==> src/rtl/mem_access.sv <==
// Memory stage: issues loads/stores over a valid/ready data bus, steers byte lanes
// and extends load data. Optional MEM_MISALIGN_TRAP_EN traps misaligned accesses.
module mem_access #(
  parameter int AW = 32,
  parameter int DW = 32
) (
  input  logic          clk,
  input  logic          rst,
  input  logic          valid_in,
  input  logic [3:0]    op_type,
  input  logic [4:0]    op_spec,
  input  logic [4:0]    rd_ind,
  input  logic [DW-1:0] rd_dat,
  input  logic [31:0]   mem_addr,
  input  logic [DW-1:0] mem_dat,
  input  logic          mem_read_en,
  input  logic          mem_write_en,
  input  logic          flsh,
  output logic          stall_out,
  output logic          dbus_req_valid,
  input  logic          dbus_req_ready,
  output logic [AW-1:0] dbus_addr,
  output logic          dbus_we,
  output logic [3:0]    dbus_be,
  output logic [DW-1:0] dbus_wdata,
  input  logic          dbus_rsp_valid,
  input  logic [DW-1:0] dbus_rdata,
`ifdef MEM_MISALIGN_TRAP_EN
  output logic          misalign_err,
`endif
  output logic          wb_valid,
  output logic [3:0]    op_type_out,
  output logic [4:0]    op_spec_out,
  output logic [4:0]    rd_ind_out,
  output logic [DW-1:0] rd_dat_out
);

  typedef enum logic [1:0] {IDLE = 2'd0, REQ = 2'd1, RSP = 2'd2} state_t;
  state_t state_q, state_d;

  logic [AW-1:0] addr_q;
  logic          we_q;
  logic [3:0]    be_q;
  logic [DW-1:0] wdata_q;
  logic [4:0]    spec_q;
  logic [1:0]    off_q;
  logic [4:0]    rd_ind_q;
  logic [3:0]    op_type_q;
  logic          kill_q;
  logic          wb_valid_q;
  logic [DW-1:0] rd_dat_out_q;
  logic [3:0]    op_type_out_q;
  logic [4:0]    op_spec_out_q;
  logic [4:0]    rd_ind_out_q;

  logic [1:0]    off;
  logic [1:0]    off_eff;
  logic          is_half, is_word, misal;
  logic [3:0]    be_c;
  logic [DW-1:0] wdata_c;
  logic          accept, mem_acc, go, hs;
  logic [DW-1:0] lane_c, load_c;

  assign off     = mem_addr[1:0];
  assign is_half = (op_spec == 5'd1) || (op_spec == 5'd4) || (op_spec == 5'd6);
  assign is_word = (op_spec == 5'd2) || (op_spec == 5'd7);
  assign misal   = (is_half & off[0]) | (is_word & (off != 2'd0));
  // Misaligned halfwords fall back to their containing half, words to offset 0.
  assign off_eff = is_word ? 2'd0 : (is_half ? {off[1], 1'b0} : off);

  always_comb begin
    be_c = 4'b1111;
    if (mem_write_en) begin
      case (op_spec)
        5'd5:    be_c = 4'b0001 << off_eff;
        5'd6:    be_c = 4'b0011 << off_eff;
        default: be_c = 4'b1111;
      endcase
    end
  end
  assign wdata_c = mem_dat << {off_eff, 3'b000};

  assign accept  = (state_q == IDLE) & valid_in & ~flsh;
  assign mem_acc = accept & (mem_read_en | mem_write_en);
`ifdef MEM_MISALIGN_TRAP_EN
  logic trap;
  logic misalign_err_q;
  assign trap         = mem_acc & misal;
  assign go           = mem_acc & ~misal;
  assign misalign_err = misalign_err_q;
`else
  assign go = mem_acc;
`endif
  assign hs = dbus_req_valid & dbus_req_ready;

  assign lane_c = dbus_rdata >> {off_q, 3'b000};
  always_comb begin
    case (spec_q)
      5'd0:    load_c = {{24{lane_c[7]}}, lane_c[7:0]};
      5'd1:    load_c = {{16{lane_c[15]}}, lane_c[15:0]};
      5'd3:    load_c = {24'd0, lane_c[7:0]};
      5'd4:    load_c = {16'd0, lane_c[15:0]};
      default: load_c = lane_c;
    endcase
  end

  always_ff @(posedge clk) begin
    if (rst) state_q <= IDLE;
    else     state_q <= state_d;
  end

  always_comb begin
    state_d = state_q;
    case (state_q)
      IDLE: if (go) state_d = REQ;
      REQ: begin
        if (hs)        state_d = we_q ? IDLE : RSP;
        else if (flsh) state_d = IDLE;
      end
      RSP:  if (dbus_rsp_valid) state_d = IDLE;
      default: state_d = IDLE;
    endcase
  end

  // Reset gates the request combinationally so it drops in the cycle reset is seen.
  always_comb begin
    dbus_req_valid = (state_q == REQ) & ~rst;
    stall_out      = (state_q != IDLE);
  end

  always_ff @(posedge clk) begin
    if (rst) begin
      addr_q        <= '0;
      we_q          <= 1'b0;
      be_q          <= '0;
      wdata_q       <= '0;
      spec_q        <= '0;
      off_q         <= '0;
      rd_ind_q      <= '0;
      op_type_q     <= '0;
      kill_q        <= 1'b0;
      wb_valid_q    <= 1'b0;
      rd_dat_out_q  <= '0;
      op_type_out_q <= '0;
      op_spec_out_q <= '0;
      rd_ind_out_q  <= '0;
`ifdef MEM_MISALIGN_TRAP_EN
      misalign_err_q <= 1'b0;
`endif
    end else begin
      wb_valid_q <= 1'b0;
`ifdef MEM_MISALIGN_TRAP_EN
      misalign_err_q <= 1'b0;
      if (trap) begin
        wb_valid_q     <= 1'b1;
        misalign_err_q <= 1'b1;
        rd_dat_out_q   <= mem_addr;
        op_type_out_q  <= op_type;
        op_spec_out_q  <= op_spec;
        rd_ind_out_q   <= rd_ind;
      end
`endif
      if (accept & ~mem_read_en & ~mem_write_en) begin
        wb_valid_q    <= 1'b1;
        rd_dat_out_q  <= rd_dat;
        op_type_out_q <= op_type;
        op_spec_out_q <= op_spec;
        rd_ind_out_q  <= rd_ind;
      end
      if (go) begin
        addr_q    <= {mem_addr[AW-1:2], 2'b00};
        we_q      <= mem_write_en;
        be_q      <= be_c;
        wdata_q   <= wdata_c;
        spec_q    <= op_spec;
        off_q     <= off_eff;
        rd_ind_q  <= rd_ind;
        op_type_q <= op_type;
      end
      if (hs & we_q & ~flsh) begin
        wb_valid_q    <= 1'b1;
        rd_dat_out_q  <= '0;
        op_type_out_q <= op_type_q;
        op_spec_out_q <= spec_q;
        rd_ind_out_q  <= rd_ind_q;
      end
      // A flushed load still owes us a response; remember to swallow it.
      if (hs & ~we_q)                       kill_q <= flsh;
      else if ((state_q == RSP) & flsh)     kill_q <= 1'b1;
      if ((state_q == RSP) & dbus_rsp_valid & ~kill_q & ~flsh) begin
        wb_valid_q    <= 1'b1;
        rd_dat_out_q  <= load_c;
        op_type_out_q <= op_type_q;
        op_spec_out_q <= spec_q;
        rd_ind_out_q  <= rd_ind_q;
      end
    end
  end

  assign dbus_addr   = addr_q;
  assign dbus_we     = we_q;
  assign dbus_be     = be_q;
  assign dbus_wdata  = wdata_q;
  assign wb_valid    = wb_valid_q;
  assign rd_dat_out  = rd_dat_out_q;
  assign op_type_out = op_type_out_q;
  assign op_spec_out = op_spec_out_q;
  assign rd_ind_out  = rd_ind_out_q;

endmodule

==> config.mk <==
export PLATFORM = sky130hd
export DESIGN_NAME = mem_access
export DESIGN_NICKNAME = d
export VERILOG_FILES = /design/src/rtl/mem_access.sv
export SDC_FILE = /design/constraint.sdc
export NUM_CORES = 1
export LEC_CHECK = 0
export ABC_CLOCK_PERIOD_IN_PS = 3550
export CAP_MARGIN = 5
export CORE_AREA = 2 2 120 122
export CTS_CLUSTER_DIAMETER = 150
export DETAILED_ROUTE_END_ITERATION = 10
export DIE_AREA = 0 0 122 124
export GPL_TIMING_DRIVEN = 0
export MAX_ROUTING_LAYER = met4
export PLACE_DENSITY_LB_ADDON = 0.15
export SYNTH_ARGS = -nofsm -noshare
export SYNTH_HDL_FRONTEND = slang
export SYNTH_SLANG_ARGS = --single-unit
==> constraint.sdc <==
create_clock -name clk -period 3.55 [get_ports clk]
set_input_delay 0.5325 -clock clk [delete_from_list [all_inputs] [get_ports clk]]
set_output_delay 0.5325 -clock clk [all_outputs]
set_load 0.05 [all_outputs]
## Word level (Yosys, flattened, before mapping)

Index checks and enable logic that the tools add are counted.

- Bits in read-only memories: 0
- Latch bits: 0
- Output and inout bits: 118
- Input port bits: 150
- Word-level logic and storage cells: 91
- RAM bits: 0
- Memories kept: 0
- Bits in registers: 133

- Reduce and logical (&&, ||, !) cells: 9
- Bitwise gates (word level): 21
- Equality and inequality tests: 14
- Multiply operators: 0
- Add/sub/neg operators: 0
- Muxes and demuxes: 28
- Divide/modulo/power cells: 0
- Order comparisons: 0
- Shifts and indexed selects: 4

Operator list:

| kind | count |
|---|---|
| 32-bit one-hot mux with 4 select lines | 1 |
| 32-bit two-way mux | 3 |
| 32-bit by 5-bit left shift with 32-bit output | 1 |
| 32-bit by 5-bit right shift with 32-bit output | 1 |
| 5-bit two-way mux | 6 |
| 5-bit by 3-bit == test with 1-bit output (second input constant) | 5 |
| 4-bit two-way mux | 4 |
| 1-bit AND | 14 |
| 2-bit two-way mux | 6 |
| 5-bit by 1-bit == test with 1-bit output (second input constant) | 2 |
| 5-bit by 2-bit == test with 1-bit output (second input constant) | 2 |
| 4-bit one-hot mux with 2 select lines | 1 |
| 1-bit two-way mux | 6 |
| 1-bit inverter | 6 |
| 2-bit one-hot mux with 3 select lines | 1 |
| 5-bit zero test | 1 |
| 2-bit inequality test (second input constant) | 2 |
| 2-bit nonzero test | 2 |
| 1-bit by 2-bit left shift with 4-bit output (first input constant) | 1 |
| 2-bit by 2-bit left shift with 4-bit output (first input constant) | 1 |
| 1-bit logical OR | 3 |
| 3-bit inequality test (second input constant) | 1 |
| 3-bit AND reduction | 1 |
| 3-bit nonzero test | 1 |
| 4 further kinds | 4 |

## Logic depth before layout (Yosys ltp)

- Depth after elaboration: 8
- Gate-level depth with buffers: 8
- Mapped depth without buffers: 5

## Least setup slack after synthesis

OpenSTA, ideal clock, no wires.

- Path type: input -> register
- Start: input port rst
- End: register rd_dat_out_q[28], in the netlist rd_dat_out[28]
- Arrival: 2.862 ns
- Stages on the path: 6
- Setup slack: 0.554 ns
- Library setup time: 0.134 ns
- Buffers on the path: 1
- Required time: 3.416 ns
- Cell sequence: nor3b_1 -> nand4b_1 -> nand2_1 -> clkbuf_1 -> a2bb2oi_1 -> a211oi_1

- Longest elaborated chain between the ends: 7
- Elaborated cells on any way between the ends: 8
- Classes of those cells: mux (2); bitwise (5); reduce/logical (1)

RTL lines:

| item | line | text |
|---|---|---|
| start: declaration | 8 | `input logic rst,` |
| 1-bit inverter | 127 | `dbus_req_valid = (state_q == REQ) & ~rst;` |
| 1-bit AND | 127 |  |
| 1-bit AND | 94 | `assign hs = dbus_req_valid & dbus_req_ready;` |
| 1-bit AND (2 in a row) | 180 | `if (hs & we_q & ~flsh) begin` |
| 32-bit two-way mux | 180 |  |
| 32-bit two-way mux | 190 | `if ((state_q == RSP) & dbus_rsp_valid & ~kill_q & ~flsh) begin` |
| end signal: assignment | 165 | `rd_dat_out_q <= rd_dat;` |
| end signal: assignment | 192 | `rd_dat_out_q <= load_c;` |
| end: declaration | 51 | `logic [DW-1:0] rd_dat_out_q;` |

Several ways; a longest one is shown, not always the timed one.
A chain may end at the register's enable or synchronous reset.

## Final worst setup path

- Start: input port rst
- End: output port dbus_req_valid

- Longest elaborated chain between the ends: 2

RTL lines:

| item | line | text |
|---|---|---|
| 1-bit inverter | 127 |  |
| 1-bit AND | 127 |  |
| end: declaration | 20 | `output logic dbus_req_valid,` |

Every way passes these cells.

==> metrics.txt <==
crit path max fanout 4; # DRC 0; Logic pwr share 19.7%; pre-CTS WS 606 ps; Max IR drop VDD 0.299 mV; Synth Flop Type dfxtp_1; Final GP Congestion 0.958; Finished Layout Cells 1,262; Yosys top cell area share 42.5%; initial antenna violation count 1; reg2reg setup slack 1190 ps; IO buf count 262; Final Cell Area 9720 µm²; cell area after synthesis 6270 µm²; CTS resizes 0; Worst Hold Class in2reg; Ys Warns 0; Via Count 7,053; GRT overflow 0; Final Hold Fails 0; area occupied by multi-input gates 3270 µm²; Cells after Synth 787; final setup fails 0; status finished, final reports clean; crit path DAT 2360 ps; top cells by count, synth nand2_1 (158), dfxtp_1 (133), nor2_1 (95); WP data required 3020 ps; DRT Wirelength 23,100 µm; die height 124 µm; Net Sw Frac 28.0%; Post-synth EDFFs 0; relative slew slack 30.2%; Setup CP Type in2out; fin nets 1,219; Initial Util 45.7%; core area 13,700 µm²; Synth area leaders dfxtp_1 (42%), nand2_1 (9.5%), a21oi_1 (6.9%); Die W 122 µm; CTS Buf Count 17; total net switching power 0.00118 W; CP Launch Type primary input; Distinct cells, synth 59; placed inst area 9120 µm²; Seq. cell area 2660 µm²; most common cell in the netlist nand2_1; largest area contributor in the synthesized netlist dfxtp_1; Final period util 81.4%; Flop pwr share 37.9%; post-DR vias/cell 5.59; Async S/R FF share, synth 0%; final core occ 70.8%; Setup TNS 0 ps; DRT Pass-1 Iters 8; First DRT Iteration DRCs 588; WL/cell 18.3 µm; CTS HTree Levels 4; ratio of cells with drive above 1 in the final layout 5.74%; Clock Sinks 133; cell internal pwr 0.00302 W; r2r endpoint rd_dat_out[12]$_SDFFE_PP0P_; Total GRT Usage 30.6%; leakage 3.48 nW; clk buf depth 2; Worst Reg-to-Reg Cells 7; clk_skew 5.16 ps; P&R area growth vs syn 55.1%; Fill cells 1,187; clock slew at reported path FFs 60 ps; Worst setup startpoint rst; CTS hold repair buffers 0; placed cells 1,230; hpwl dp 17,400 µm; CP endpoint dbus_req_valid; Avg Inst Size Synth 7.96 µm²; number of setup buffers added after CTS 0; hold path start op_spec[1]; CTS root buffer clkbuf_16; hold depth 3; Worst Max-Slew Pin Slew 1040 ps; Max Slew Vio Count 0; post-route antenna net violation count 0; num ports 268; RSZ-0062 raised after global routing false; vias in the first global route 6,524; pin count of the biggest net entering global routing 17; DIE AREA 15,100 µm²; Worst Slack Setup Final 660 ps; minimum clock period 2890 ps; row count 43; pwr/cell area 432 nW/µm²; max-cap violations 0; CTS tree done; launch point of the worst reg-to-reg path state_q[0]$_SDFFE_PP0P_; Fmax achieved 346 MHz; post-synthesis register bit count 133; clock share of power 42.4%; first-pass GRT wire length 34,400 µm; clock latency on the worst-skew pair 410 ps; sequential fraction of the synthesis area 42.5%; CP Capture Type primary output
[kinds of logic after synthesis]
family	Yosys count	synth area share [%]
simple gates	324	22.4
flops	133	42.5
other cells	1	0.0598
buf+inv	77	5.39
compound gates	212	23.2
xor+xnor	5	0.819
mux	35	5.69
[per-stage QoR]
step / hold WS [ps] / power (W)
2_1_floorplan: 437 / 0.00206
6_report: 390 / 0.00420
3_5_place_dp: 447 / 0.00244
3_3_place_gp: 440 / 0.00244
5_1_grt: 371 / 0.00434
4_1_cts: 373 / 0.00421
[routing by layer]
layer,routed length (µm),track usage (%),vias to the layer above
met5,0,-,-
met4,694,13.1,0
met3,2120,5.95,52
met2,10700,48.8,416
met1,9590,38.0,3238
li1,-,-,3347
[cell usage in the layout (no fill, tap or decap), types with 2 or more instances in the layout]
| cell type | Yosys | final |
|---|---|---|
| clkinvlp_4 | 0 | 4 |
| nand2_1 | 158 | 158 |
| nand4b_1 | 2 | 2 |
| buf_1 | 5 | 5 |
| mux2i_1 | 33 | 33 |
| nand3_1 | 11 | 11 |
| xor2_1 | 2 | 2 |
| dfxtp_1 | 133 | 133 |
| xnor2_1 | 2 | 2 |
| a2bb2oi_1 | 23 | 23 |
| o21ai_0 | 19 | 19 |
| clkbuf_8 | 0 | 5 |
| clkbuf_16 | 0 | 17 |
| a211oi_1 | 32 | 32 |
| a311oi_1 | 11 | 11 |
| bufinv_16 | 0 | 2 |
| nor2_1 | 95 | 95 |
| clkbuf_1 | 43 | 45 |
| nor3_1 | 21 | 21 |
| a21o_1 | 2 | 2 |
| clkinv_1 | 2 | 2 |
| o211ai_1 | 2 | 2 |
| nand2b_1 | 2 | 2 |
| buf_6 | 3 | 3 |
| nand4_1 | 8 | 8 |
| clkdlybuf4s50_1 | 0 | 262 |
| buf_2 | 12 | 12 |
| a22oi_1 | 4 | 4 |
| o221ai_1 | 15 | 15 |
| nor2b_1 | 10 | 10 |
| conb_1 | 1 | 2 |
| or3_1 | 3 | 3 |
| o32a_1 | 7 | 7 |
| a21oi_1 | 86 | 86 |
| inv_1 | 9 | 9 |
| buf_4 | 3 | 3 |
[area by class of cell]
type                    instances  share of cell area, %
clock inverters                 7                  0.979
plain buffers                  66                   3.05
repair buffers                262                   27.0
inverters                      11                  0.425
flip-flops and latches        133                   27.4
multi-input cells             578                   33.6
diodes                          1                 0.0258
well taps                     180                   2.32
clock buffers                  24                   5.16
[worst min path at each step]
stage                            endpoint  slack (ps)
3_5_place_dp   dbus_wdata[9]$_SDFFE_PP0P_         450
3_3_place_gp   dbus_addr[14]$_SDFFE_PP0P_         440
5_1_grt            spec_q[1]$_SDFFE_PP0P_         370
6_report           spec_q[1]$_SDFFE_PP0P_         390
4_1_cts            spec_q[1]$_SDFFE_PP0P_         370
2_1_floorplan   op_type_q[3]$_SDFFE_PP0P_         440
[state kept, by name (all words and copies together), names as in the netlist]
signal / cells
op_spec_out: 5
off_q: 2
kill_q: 1
dbus_addr: 30
wb_valid: 1
dbus_be: 4
rd_ind_q: 5
rd_dat_out: 32
state_q: 2
dbus_wdata: 32
spec_q: 5
rd_ind_out: 5
dbus_we: 1
op_type_out: 4
op_type_q: 4
[power by group through the flow]
stage / sequential, W / combinational [W] / clock, W
finish: 0.00159 / 0.000829 / 0.00178
global route: 0.00160 / 0.000876 / 0.00186
CTS: 0.00159 / 0.000825 / 0.00179
detailed placement: 0.00162 / 0.000820 / 0
global placement: 0.00162 / 0.000819 / 0
floorplan: 0.00180 / 0.000262 / 0
[critical path: stages]
cell and delay [ps]:
clkdlybuf4s50_1 520, nor3b_1 420, clkdlybuf4s50_1 890
(Power assumes the default switching activity.)
